## src/rtl/cpu_pipeline_pkg.sv

```systemverilog
// Shared definitions for the 5-stage pipeline control path.
//   - hazard_state_t : hazard sequencer state (RUN / MEM_WAIT / FAULT)
//   - REG_ADDR_W     : register-file address width
//   - NOP_*          : field values a pipeline register loads on a bubble
//   - pipe_ctrl_t    : bundle of register write enables and bubble strobes
//   - reg_dep()      : "source operand depends on rd" helper
package cpu_pipeline_pkg;

    localparam int REG_ADDR_W = 5;

    typedef enum logic [1:0] {
        RUN      = 2'd0,
        MEM_WAIT = 2'd1,
        FAULT    = 2'd2
    } hazard_state_t;

    // A bubble turns the captured instruction into a NOP by clearing the
    // fields that carry architectural side effects.
    localparam logic NOP_REG_WREN    = 1'b0;
    localparam logic NOP_RAM_WREN    = 1'b0;
    localparam logic NOP_NEXT_PC_SRC = 1'b0;

    typedef struct packed {
        logic pc_wren;
        logic if_id_wren;
        logic id_ex_wren;
        logic ex_mem_wren;
        logic mem_wb_wren;
        logic if_id_bubble;
        logic id_ex_bubble;
        logic ex_mem_bubble;
        logic mem_wb_bubble;
    } pipe_ctrl_t;

    //                                      pc    ifid  idex  exmem memwb ifidB idexB exmemB memwbB
    localparam pipe_ctrl_t CTRL_NORMAL   = '{1'b1, 1'b1, 1'b1, 1'b1, 1'b1, 1'b0, 1'b0, 1'b0, 1'b0};
    localparam pipe_ctrl_t CTRL_RESET    = '{1'b0, 1'b0, 1'b0, 1'b0, 1'b0, 1'b1, 1'b1, 1'b1, 1'b1};
    localparam pipe_ctrl_t CTRL_HALT     = '{1'b0, 1'b0, 1'b0, 1'b0, 1'b0, 1'b0, 1'b0, 1'b0, 1'b0};
    localparam pipe_ctrl_t CTRL_MEMSTALL = '{1'b0, 1'b0, 1'b0, 1'b0, 1'b1, 1'b0, 1'b0, 1'b0, 1'b1};
    localparam pipe_ctrl_t CTRL_BRANCH   = '{1'b1, 1'b1, 1'b1, 1'b1, 1'b1, 1'b1, 1'b1, 1'b1, 1'b0};
    localparam pipe_ctrl_t CTRL_LOADUSE  = '{1'b0, 1'b0, 1'b1, 1'b1, 1'b1, 1'b0, 1'b1, 1'b0, 1'b0};

    function automatic logic reg_dep(input logic [REG_ADDR_W-1:0] src,
                                     input logic                  used,
                                     input logic [REG_ADDR_W-1:0] rd);
        return used && (src == rd);
    endfunction

endpackage

```

## src/rtl/sat_counter.sv

```systemverilog
// Saturating up-counter used for the pipeline performance counters.
//   clk   : clock
//   clear : synchronous clear to zero (dominates inc)
//   inc   : add one this cycle unless already at all-ones
//   count : current value
module sat_counter #(
    parameter int W = 32
) (
    input  logic         clk,
    input  logic         clear,
    input  logic         inc,
    output logic [W-1:0] count
);

    always_ff @(posedge clk) begin
        if (clear) begin
            count <= '0;
        end else if (inc && (count != '1)) begin
            count <= count + 1'b1;
        end
    end

endmodule

```

## src/rtl/pipeline_hazard_controller.sv

```systemverilog
// Central stall/flush sequencer for the IF/ID/EX/MEM/WB pipeline.
// Drives the write enable and bubble strobe of every pipeline register,
// resolving RAM waits, taken-branch redirects and load-use hazards, and
// traps a RAM access that never completes.
//   clk, reset_n               : clock, synchronous active-low reset
//   id_rs1/rs2_address/_used   : source operands of the ID instruction
//   ex_rd_address, ex_reg_wren,
//   ex_is_load                 : destination info of the ID/EX instruction
//   mem_ram_access, mem_ready  : EX/MEM RAM access and its completion
//   mem_branch_taken           : EX/MEM instruction redirects the PC
//   *_wren, *_bubble           : pipeline register controls (combinational)
//   fault                      : sticky RAM-timeout trap
//   stall_count, flush_count   : saturating performance counters
module pipeline_hazard_controller
    import cpu_pipeline_pkg::*;
#(
    parameter int MEM_TIMEOUT = 64,
    parameter int CNT_W       = 32
) (
    input  logic                  clk,
    input  logic                  reset_n,
    input  logic [REG_ADDR_W-1:0] id_rs1_address,
    input  logic                  id_rs1_used,
    input  logic [REG_ADDR_W-1:0] id_rs2_address,
    input  logic                  id_rs2_used,
    input  logic [REG_ADDR_W-1:0] ex_rd_address,
    input  logic                  ex_reg_wren,
    input  logic                  ex_is_load,
    input  logic                  mem_ram_access,
    input  logic                  mem_ready,
    input  logic                  mem_branch_taken,
    output logic                  pc_wren,
    output logic                  if_id_wren,
    output logic                  id_ex_wren,
    output logic                  ex_mem_wren,
    output logic                  mem_wb_wren,
    output logic                  if_id_bubble,
    output logic                  id_ex_bubble,
    output logic                  ex_mem_bubble,
    output logic                  mem_wb_bubble,
    output logic                  fault,
    output logic [CNT_W-1:0]      stall_count,
    output logic [CNT_W-1:0]      flush_count
);

    localparam int                WAIT_W    = $clog2(MEM_TIMEOUT + 1);
    localparam logic [WAIT_W-1:0] WAIT_LAST = WAIT_W'(MEM_TIMEOUT - 1);

    hazard_state_t     state, state_next;
    logic [WAIT_W-1:0] wait_cnt, wait_cnt_next;
    pipe_ctrl_t        ctrl;
    logic              memstall;
    logic              loaduse;
    logic              stall_inc;
    logic              flush_inc;

    assign memstall = mem_ram_access & ~mem_ready;

    // A load to x0 never produces a value, so it cannot create a hazard.
    assign loaduse = ex_is_load & ex_reg_wren & (ex_rd_address != '0) &
                     (reg_dep(id_rs1_address, id_rs1_used, ex_rd_address) |
                      reg_dep(id_rs2_address, id_rs2_used, ex_rd_address));

    always_ff @(posedge clk) begin
        if (!reset_n) begin
            state    <= RUN;
            wait_cnt <= '0;
        end else begin
            state    <= state_next;
            wait_cnt <= wait_cnt_next;
        end
    end

    always_comb begin
        ctrl          = CTRL_NORMAL;
        state_next    = state;
        wait_cnt_next = wait_cnt;
        flush_inc     = 1'b0;

        if (!reset_n) begin
            ctrl = CTRL_RESET;
        end else begin
            case (state)
                RUN, MEM_WAIT: begin
                    if (memstall) begin
                        // RAM wait dominates everything else, including an
                        // (illegal) concurrent branch: the branch is taken
                        // up in the release cycle instead.
                        ctrl = CTRL_MEMSTALL;
                        if (state == RUN) begin
                            state_next    = MEM_WAIT;
                            wait_cnt_next = WAIT_W'(1);
                        end else if (wait_cnt == WAIT_LAST) begin
                            state_next = FAULT;
                        end else begin
                            wait_cnt_next = wait_cnt + 1'b1;
                        end
                    end else begin
                        state_next    = RUN;
                        wait_cnt_next = '0;
                        if (mem_branch_taken) begin
                            // ID instruction is squashed, so its load-use
                            // dependency is irrelevant.
                            ctrl      = CTRL_BRANCH;
                            flush_inc = 1'b1;
                        end else if (loaduse) begin
                            ctrl = CTRL_LOADUSE;
                        end
                    end
                end
                FAULT: begin
                    ctrl = CTRL_HALT;
                end
                default: begin
                    ctrl          = CTRL_HALT;
                    state_next    = RUN;
                    wait_cnt_next = '0;
                end
            endcase
        end
    end

    assign stall_inc = reset_n & (state != FAULT) & ~ctrl.pc_wren;
    assign fault     = reset_n & (state == FAULT);

    assign pc_wren       = ctrl.pc_wren;
    assign if_id_wren    = ctrl.if_id_wren;
    assign id_ex_wren    = ctrl.id_ex_wren;
    assign ex_mem_wren   = ctrl.ex_mem_wren;
    assign mem_wb_wren   = ctrl.mem_wb_wren;
    assign if_id_bubble  = ctrl.if_id_bubble;
    assign id_ex_bubble  = ctrl.id_ex_bubble;
    assign ex_mem_bubble = ctrl.ex_mem_bubble;
    assign mem_wb_bubble = ctrl.mem_wb_bubble;

    sat_counter #(.W(CNT_W)) u_stall_counter (
        .clk   (clk),
        .clear (~reset_n),
        .inc   (stall_inc),
        .count (stall_count)
    );

    sat_counter #(.W(CNT_W)) u_flush_counter (
        .clk   (clk),
        .clear (~reset_n),
        .inc   (flush_inc),
        .count (flush_count)
    );

endmodule

```

## config.mk

```make
export PLATFORM = sky130hd
export DESIGN_NAME = pipeline_hazard_controller
export DESIGN_NICKNAME = d
export VERILOG_FILES = /design/src/rtl/cpu_pipeline_pkg.sv /design/src/rtl/sat_counter.sv /design/src/rtl/pipeline_hazard_controller.sv
export SDC_FILE = /design/constraint.sdc
export NUM_CORES = 1
export LEC_CHECK = 0
export CAP_MARGIN = 10
export CORE_ASPECT_RATIO = 0.9
export CORE_MARGIN = 1
export CORE_UTILIZATION = 54
export CTS_CLUSTER_SIZE = 25
export DETAILED_ROUTE_END_ITERATION = 10
export PLACE_DENSITY = 0.82
export SKIP_CTS_REPAIR_TIMING = 1
export SLEW_MARGIN = 20
export SYNTH_ARGS = -nofsm -noshare
export SYNTH_HDL_FRONTEND = slang
export SYNTH_HIERARCHICAL = 1
export SYNTH_SLANG_ARGS = --single-unit
```

## constraint.sdc

```tcl
create_clock -name clk -period 5.5 [get_ports clk]
set_input_delay 0.55 -clock clk [delete_from_list [all_inputs] [get_ports clk]]
set_output_delay 0.55 -clock clk [all_outputs]
set_load 0.05 [all_outputs]
```

# Word level (Yosys, flattened, before mapping)
# Cells that the tools add are included.
# totals
reg_bits	73
latchBits	0
ramBits	0
mem_bits_ro	0
input_bits	24
wordCells	54
memories	0
# op_classes
addsub	3
mul	0
div_mod_pow	0
n_lt_le_gt_ge	0
n_eq_ne	10
shifts	0
muxes	17
bitwise	11
n_reduce_logical	9
# op_table
operator	count
adder 32 x 1 -> 32 bit (second input constant)	2
!= test 32 bit (second input constant)	2
2-to-1 mux 9 bit	5
2-to-1 mux 7 bit	3
one-hot mux 7 bit (2 select lines)	1
== test 5 bit	2
!= test 4 bit (second input constant)	2
adder 7 x 1 -> 7 bit (second input constant)	1
bitwise AND 1 bit	7
== test 7 x 6 -> 1 bit (second input constant)	1
2-to-1 mux 2 bit	3
nonzero test 5 bit	1
logical AND 1 bit	4
2-to-1 mux 1 bit	4
one-hot mux 2 bit (2 select lines)	1
AND reduction 2 bit	2
NOT 1 bit	3
== test 2 x 1 -> 1 bit (second input constant)	1
== test 2 bit (second input constant)	1
zero test 2 bit	1
!= test 2 bit (second input constant)	1
OR reduction 2 bit	1
OR 1 bit	1

# Depth between registers and ports, before layout
# logic_depth
ltp_word	12
mapped_depth	10

# By module
# Netlist, hierarchy kept.
# modules_own_cells
mod	instances	cells_each	area_each_um2	seq_area_each_um2
sat_counter	2	199	1674.1	640.6
pipeline_hazard_controller	1	89	695.7	180.2

# Least setup slack after synthesis
# Ideal clock, no wire load.
# synth_path
kind	in2reg
from	input mem_ram_access
to	register u_flush_counter.count[31]
setup_time_ps	121
arrival_time_ps	3689
required_ps	5379
slack_ps	1690
cell_stages	8
path_cell_list	nor2b_1 nor3_1 and2_1 nand4_1 nor4_2 nand4_1 nor4_1 mux2_2
# synth_via
elab_chain_len	5
# synth_rtl
element	line	text
start, declared	pipeline_hazard_controller.sv:29	input logic mem_ram_access,
bitwise AND 1 bit	pipeline_hazard_controller.sv:57	assign memstall = mem_ram_access & ~mem_ready;
2-to-1 mux 1 bit	pipeline_hazard_controller.sv:85	if (memstall) begin
2-to-1 mux 1 bit	pipeline_hazard_controller.sv:83	case (state)
2-to-1 mux 1 bit	pipeline_hazard_controller.sv:80	if (!reset_n) begin
named net flush_inc	pipeline_hazard_controller.sv:55	logic flush_inc;
logical AND 1 bit	sat_counter.sv:18	end else if (inc && (count != '1)) begin
end signal, assigned	sat_counter.sv:19	count <= count + 1'b1;
end, declared	sat_counter.sv:12	output logic [W-1:0] count
# The timed path passes the listed nets, and every way through them passes these cells.
# A chain may end at the register's enable or synchronous reset.

# Worst setup path after layout
# layout_path
from	input reset_n
to	register u_stall_counter.count[31]
# layout_via
elab_chain_len	4
word_cells_on_any_way	5
classes_between	mux: 1; bitwise: 3; reduce/logical: 1
# layout_rtl
element	line	text
start, declared	pipeline_hazard_controller.sv:21	input logic reset_n,
2-to-1 mux 9 bit	pipeline_hazard_controller.sv:80	
NOT 1 bit	pipeline_hazard_controller.sv:123	assign stall_inc = reset_n & (state != FAULT) & ~ctrl.pc_wren;
bitwise AND 1 bit (*)	pipeline_hazard_controller.sv:123	
named net stall_inc	pipeline_hazard_controller.sv:54	logic stall_inc;
logical AND 1 bit (*)	sat_counter.sv:18	
end signal, assigned	sat_counter.sv:19	
end, declared	sat_counter.sv:12	
# Mark *: on every way through the listed nets, which the timed path passes. The rest lies on a longest branch.

==> out/metrics.cfg <==
[sta]
period_share_pct = 68.2
setup_viol = 0
relSlewSlack_pct = 33.8
worst_slew_pin_slew_ns = 0.985
tns_ns = 0
max_freq_mhz = 267
rsz0062_at_grt = false
fin_hold_ws_ns = 0.490
maxSlewViolCount = 0
hold_viol = 0
layout_min_cycle_time_ns = 3.75
fin_skew_ns = 0.0140

[power]
p_per_area_mw_per_mm2 = 198
p_sw_mw = 0.250
power_leakage_nw = 1.55
internal-power_mw = 0.784
switching_share_pct = 24.2
power_frac_seq_pct = 51.6
pwr-share-comb_pct = 8.1
ir_drop_v = 0.000145
p_clk_share_pct = 40.3

[grt]
antenna_found_initial = 0
grt_use_total_pct = 27.6
grt_max_degree = 75
grt.busiest_layer = met2
grt_pass1_wl_mm = 17.5
grt_pass1_vias = 3695
overflow = 0
grt_use_met3_pct = 7.01
met2_usage_pct = 43.0
grt_use_met1_pct = 37.8

[yosys]
synthFlopType = dfxtp_1
synthCells = 487
synth-seq-cells = 73
yosysSeqAreaShare_pct = 36.1
netlist-cell-type-count = 53
synth_nets = 514
ys_warn_count = 6
async_flop_share_pct = 0
synth_edf_count = 0
syn_area_per_cell_sq_um = 8.30
syn_area_sq_mm = 0.00404

[cells_and_area]
layout_commonest_cell = clkdlybuf4s50_1
drive_above_1_share_pct = 6.96
nNetsFinal = 598
multi_input_comb_area_sq_mm = 0.00245
fillers = 582
area_growth_pct = 29.4
seq_area_sq_mm = 0.00146
layout_common_cells = clkdlybuf4s50_1, dfxtp_1, a21oi_1
antenna_cells = 0

[die]
start_util_pct = 56.6
ios = 98
num_rows = 29
chipHeight_um = 84.1
design.core.area_sq_mm = 0.00715
die_w_um = 93.2
die_area_sq_mm = 0.00784

[critical_path]
critPathLaunchType = primary input
cp-end-kind = flop
rr_startpoint = state[0]
r2r_end = u_stall_counter/count[31]
worst-r2r-cell-count = 9
worstPathMaxFanout = 12
crit_type = primary input to flop
reg2reg_slack_ns = 1.98
crit_start = reset_n
critPathRequiredTime_ns = 5.74
crit_arrival_ns = 3.99

[clock_tree]
clkSinkCount = 73
tritoncts = built
cts_max_level = 3
cts-root-buf = clkbuf_8
clockBufferDepth = 2
clock_latency_ns = 0.34
cts_made_buffers = 9
clkTransAtPathRegs_ns = 0.08

[drt]
antenna_left = 0
vias = 4177
drt_first_pass_iters = 4
vias_per_cell = 6.25
drc = 0
wirelength_mm = 10.6
post_drt_wl_per_cell_um = 15.8
drt-initial-drc-count = 282

[place]
place.gp.congestion = 0.832
hpwl_mm = 7.46
io_buffers = 97

[status]
status = finished, final reports clean

[job]
maxCapViolCount = 0

[hold_path]
min_from = wait_cnt[6]
hold_class = flop to flop
hold-path-endpoint = wait_cnt[6]
hold_depth = 2

-- state kept, by name, indices dropped and copies added (netlist names) --
name,count
state,2
u_flush_counter/count,32
u_stall_counter/count,32
wait_cnt,7
-- through the flow --
stage	area (sq um)	std cells	power [mW]	util [%]	worst slack (ns)
final	5230	668	1.03	73.2	1.75
after global routing	5230	668	1.07	73.2	1.40
after CTS	5230	668	1.04	73.2	1.77
after detailed placement	5040	653	0.629	70.5	1.39
after global placement	5040	653	0.628	70.5	1.50
after floorplan	4040	487	0.595	-	1.69
-- layer usage --
metal / share of wire [%] / vias to the layer above
met1: 46 / 1965
li1: - / 2025
met5: 0 / -
met3: 7.3 / 8
met2: 46 / 179
met4: 0.75 / 0
-- final cells by class --
type / count / share of cell area, %
inverter: 5 / 0.359
multi-input combinational: 382 / 46.8
clock inverter: 5 / 1.08
tap: 93 / 2.22
clock buffer: 10 / 2.63
sequential: 73 / 27.9
timing repair buffer: 100 / 19.0
-- cell usage after synthesis (4+ instances only) --
| cell type | count | share of area, % |
|---|---|---|
| a2111oi_0 | 4 | 0.87 |
| a21oi_1 | 50 | 6.2 |
| and2_1 | 4 | 0.62 |
| and3_1 | 6 | 0.93 |
| and4_1 | 8 | 1.7 |
| buf_2 | 6 | 0.74 |
| clkbuf_1 | 17 | 1.6 |
| dfxtp_1 | 73 | 36 |
| inv_1 | 5 | 0.46 |
| nand2_1 | 30 | 2.8 |
| nand2b_1 | 4 | 0.62 |
| nand3_1 | 31 | 3.8 |
| nand4_1 | 20 | 3.1 |
| nor2_1 | 32 | 3.0 |
| nor2b_1 | 5 | 0.77 |
| nor3_1 | 5 | 0.62 |
| nor3b_1 | 5 | 0.93 |
| nor4_1 | 10 | 1.5 |
| o21ai_0 | 21 | 2.6 |
| o31ai_1 | 24 | 4.5 |
| or3_1 | 25 | 3.9 |
| or4_1 | 26 | 4.8 |
| xnor2_1 | 14 | 3.0 |
| xor2_1 | 10 | 2.2 |
-- worst max path at each step --
| stage | to | slack, ns | cells past startpoint |
|---|---|---|---|
| after floorplan | u_flush_counter/count[31] | 1.69 | 8 |
| after global placement | u_stall_counter/count[31] | 1.50 | 10 |
| after detailed placement | u_stall_counter/count[31] | 1.39 | 10 |
| after CTS | u_stall_counter/count[31] | 1.77 | 10 |
| after global routing | u_stall_counter/count[31] | 1.40 | 9 |
| final | u_stall_counter/count[31] | 1.75 | 9 |
-- power by group through the flow --
stage / clock network [mW] / logic [mW] / registers (mW)
finish: 0.417 / 0.0839 / 0.533
global route: 0.449 / 0.0900 / 0.534
CTS: 0.424 / 0.0841 / 0.533
detailed placement: 0 / 0.0834 / 0.546
global placement: 0 / 0.0822 / 0.546
floorplan: 0 / 0.0449 / 0.550
-- cells by family after synthesis --
family	after synthesis	share of synthesized area, %
and+or+nand+nor	227	33.0
AOI/OAI and AO/OA	122	19.5
DFF	73	36.1
buffers and inverters	32	3.62
xor gates and xnor gates	24	5.20
muxes	6	1.61
adders and majority gates	3	0.928
-- critical path, stage by stage --
cell and delay, ns:
clkdlybuf4s50_1 0.70, nand2_1 0.12, or3_1 0.33, o22ai_1 0.40
nand4_1 0.44, nor4_2 0.62, nand4_1 0.16, nor4_1 0.28
mux2_2 0.37
No activity file was read; power rests on OpenSTA's default activity.
==> edit 1 (same flow settings) <==
Change the parameter `CNT_W` from 32 to 48.
--- a/src/rtl/pipeline_hazard_controller.sv
+++ b/src/rtl/pipeline_hazard_controller.sv
@@ -16,5 +16,5 @@
 #(
     parameter int MEM_TIMEOUT = 64,
-    parameter int CNT_W       = 32
+    parameter int CNT_W       = 48
 ) (
     input  logic                  clk,
Interface: changed (resized flush_count and stall_count); port bits go from 98 to 130. The function was not compared with the original's and may differ.
==> edit 1 against the original RTL <==
- die area rose by 41%
- first-iteration DRC count rose by 90%
- sequential share of layout area rose by 0.71 points
- synthesized area rose by 42%
- fmax rose by 2.4%
- total power rose by 42%
- wire length rose by 48%
- setup slack improved by 0.087 ns
- the run now ends with design-rule violations left
- design area rose by 40%
- critical endpoint is now u_flush_counter/count[41]$_SDFFE_PP0P_
- sequential cell count rose by 32
==> edit 1: results <==
export IMPL_switchingPower_w=0.000348
export IMPL_seq_power_w=0.000764
export IMPL_syn_num_nets=730
export IMPL_synth_seq_area_share_pct=36.7
export IMPL_synth_cell_type_count=52
export IMPL_synth_xor_area_share_pct=9.17
export IMPL_place_area_um2=7060
export IMPL_violations="design-rule violations"
export IMPL_wl_per_cell_um=16.5
export IMPL_grt_pass1_vias=5329
export IMPL_nNetsFinal=844
export IMPL_dp_cells=935
export IMPL_status="complete, but fails checks"
export IMPL_drtPass1Iterations=8
export IMPL_instances_no_fill=950
export IMPL_grt_max_degree=62
export IMPL_reg_top3="u_flush_counter/count (48), u_stall_counter/count (48), wait_cnt (7)"
export IMPL_slew_headroom_pct=40.3
export IMPL_worstPathArrival_ns=3.89
export IMPL_netlist_top_cells_count="105 x dfxtp_1, 84 x nor2_1, 56 x nand2_1"
export IMPL_grt_pass1_wl_um=25200
export IMPL_grt_total_usage_pct=27.5
export IMPL_synth_adder_area_share_pct=0.655
export IMPL_cts_root_buf="clkbuf_16"
export IMPL_dp_hpwl_um=11200
export IMPL_pre_cts_ws_ns=1.56
export IMPL_clock_skew_ns=0.0111
export IMPL_synth_area_leaders="dfxtp_1 37%, xor2_1 6.7%, nor2_1 5.5%, o21ai_0 4.3%, nand2_1 3.7%"
export IMPL_drc=1
export IMPL_synth_compound_area_share_pct=12.9
export IMPL_cp_slowest_stage_delay_ns=0.71
export IMPL_ir_drop_v=0.000141
export IMPL_synth_mux_area_share_pct=2.71
export IMPL_drive_gt1_share_pct=6.09
export IMPL_gp_congestion=0.920
export IMPL_power_w=0.00146
export IMPL_drt_initial_drc_count=536
export IMPL_port_buffers=129
## edit 1: final cells by class
type	count	area (um^2)
Inverter	7	27.5
Sequential cell	105	2100
Clock buffer	10	239
Tap cell	129	161
Clock inverter	5	41.3
Fill cell	802	2950
Multi-Input combinational cell	562	3450
Timing Repair Buffer	132	1310
## edit 1: worst paths after layout
kind / slack, ns / startpoint / cells after the start / end
setup / recovery: 1.84 / reset_n / 9 / u_flush_counter/count[41]$_SDFFE_PP0P_
hold / removal: 0.48 / wait_cnt[6]$_SDFFE_PN0P_ / 2 / wait_cnt[6]$_SDFFE_PN0P_
setup reg to reg: 2.13 / u_stall_counter/count[34]$_SDFFE_PP0P_ / 6 / u_stall_counter/count[41]$_SDFFE_PP0P_
hold reg to reg: 0.48 / wait_cnt[6]$_SDFFE_PN0P_ / 2 / wait_cnt[6]$_SDFFE_PN0P_
## edit 1: routing by layer
layer	global-route usage [%]	wire length [um]
met5	0	0
met4	8.51	283
met3	6.58	1190
met2	45.4	7350
met1	35.8	6810
==> edit 2 (same flow settings) <==
Made on the original files. Make the reset (`reset_n`) asynchronous in one clocked block. Comments in the files are not updated.
--- a/src/rtl/pipeline_hazard_controller.sv
+++ b/src/rtl/pipeline_hazard_controller.sv
@@ -62,5 +62,5 @@
                       reg_dep(id_rs2_address, id_rs2_used, ex_rd_address));
 
-    always_ff @(posedge clk) begin
+    always_ff @(posedge clk or negedge reset_n) begin
         if (!reset_n) begin
             state    <= RUN;
Formal check against the unedited RTL: same outputs for any inputs over 10 cycles, from zero or initial values and one cycle with reset_n low; that may be too few to reach the edited logic, so the function may still have changed.
==> edit 2 against the original RTL <==
- setup slack got worse by 0.50 ns
- design area rose by 2.0%
- total power rose by 6.3%
- via count rose by 2.3%
- wire length rose by 2.9%
- critical path depth rose by 1
- synthesized area rose by 2.0%
- clock power rose by 11%
- sequential cell count did not move
- sequential share of layout area rose by 0.30 points
- critical endpoint unchanged
- largest power group unchanged
==> edit 2: results <==
export IMPL_status="finished, final reports clean"
export IMPL_fillers=552
export IMPL_clock_skew_ns=0.0112
export IMPL_nNetsFinal=601
export IMPL_gp_congestion=0.816
export IMPL_cp_slowest_stage_delay_ns=0.94
export IMPL_wl_per_cell_um=16.2
export IMPL_place_area_um2=5120
export IMPL_holdWs_ns=0.500
export IMPL_drtPass1Iterations=5
export IMPL_wirelength_um=10900
export IMPL_worstHoldStart="u_stall_counter/count[23]$_SDFFE_PP0P_"
export IMPL_dp_cells=656
export IMPL_grt_total_usage_pct=28.0
export IMPL_drt_initial_drc_count=275
export IMPL_worstPathMaxFanout=17
export IMPL_routed_wl_met2_um=5140
export IMPL_powerComb_w=0.0000988
export IMPL_grt_pass1_vias=3899
export IMPL_synth_compound_area_share_pct=19.6
export IMPL_ir_drop_v=0.000128
export IMPL_syn_num_nets=517
export IMPL_grt_use_met3_pct=7.35
export IMPL_drive_gt1_share_pct=7.94
export IMPL_met1_length_um=4900
export IMPL_grt_met1_usage_pct=36.8
export IMPL_fin_crit_ns=4.25
export IMPL_pre_cts_ws_ns=0.961
export IMPL_wl_met3_um=784
export IMPL_synthArstFlopShare_pct=12.3
export IMPL_synth_mux_area_share_pct=1.85
export IMPL_synth_area_leaders="dfxtp_1 31%, a21oi_1 6.1%, dfrtp_1 5.5%, or4_1 4.5%, o31ai_1 4.4%"
export IMPL_p_leak_nw=1.66
export IMPL_synth_cell_type_count=57
export IMPL_grt_max_degree=55
export IMPL_slew_headroom_pct=49.8
export IMPL_worstReg2RegStart="state[1]$_DFFE_PN0P_"
export IMPL_clkPwrFrac_pct=42.0
export IMPL_power_w=0.00110
export IMPL_rrSetupSlack_ns=1.83
export IMPL_netlist_top_cells_count="64 x dfxtp_1, 50 x a21oi_1, 33 x nor2_1"
export IMPL_switchingPower_w=0.000270
export IMPL_grtUsageMet2_pct=45.5
export IMPL_synth_seq_area_share_pct=36.5
==> edit 2: changes by cell type after synthesis, sizes merged, moves of 3 or more <==
cell,before,now
dfrtp,0,9
dfxtp,73,64
inv,5,8
nand2,30,27
nand3,33,29
or3,27,24
==> edit 2: logic make-up (layout without fill, tap and decap cells) <==
group | after synthesis | in the layout
AO/OA/AOI/OAI | 124 | 124
AND/OR/NAND/NOR | 223 | 223
flip-flops | 73 | 73
adder cells (fa/ha/maj) | 3 | 3
buffers and inverters | 36 | 125
XOR/XNOR | 24 | 24
multiplexers | 7 | 7
==> edit 2: layout make-up <==
cell class	count	area [um^2]	area share, %
inverter	8	30.0	0.563
clock buffer	9	124	2.32
multi-input combinational	381	2460	46.2
clock inverter	7	95.1	1.78
tap	93	116	2.18
sequential	73	1510	28.2
timing repair buffer	101	1000	18.8
==> edit 2: critical path: cells and delay by family <==
family / cells / cell delay [ns]
compound gates: 2 / 0.85
buf+inv: 2 / 1.05
mux: 1 / 0.38
simple gates: 5 / 1.66
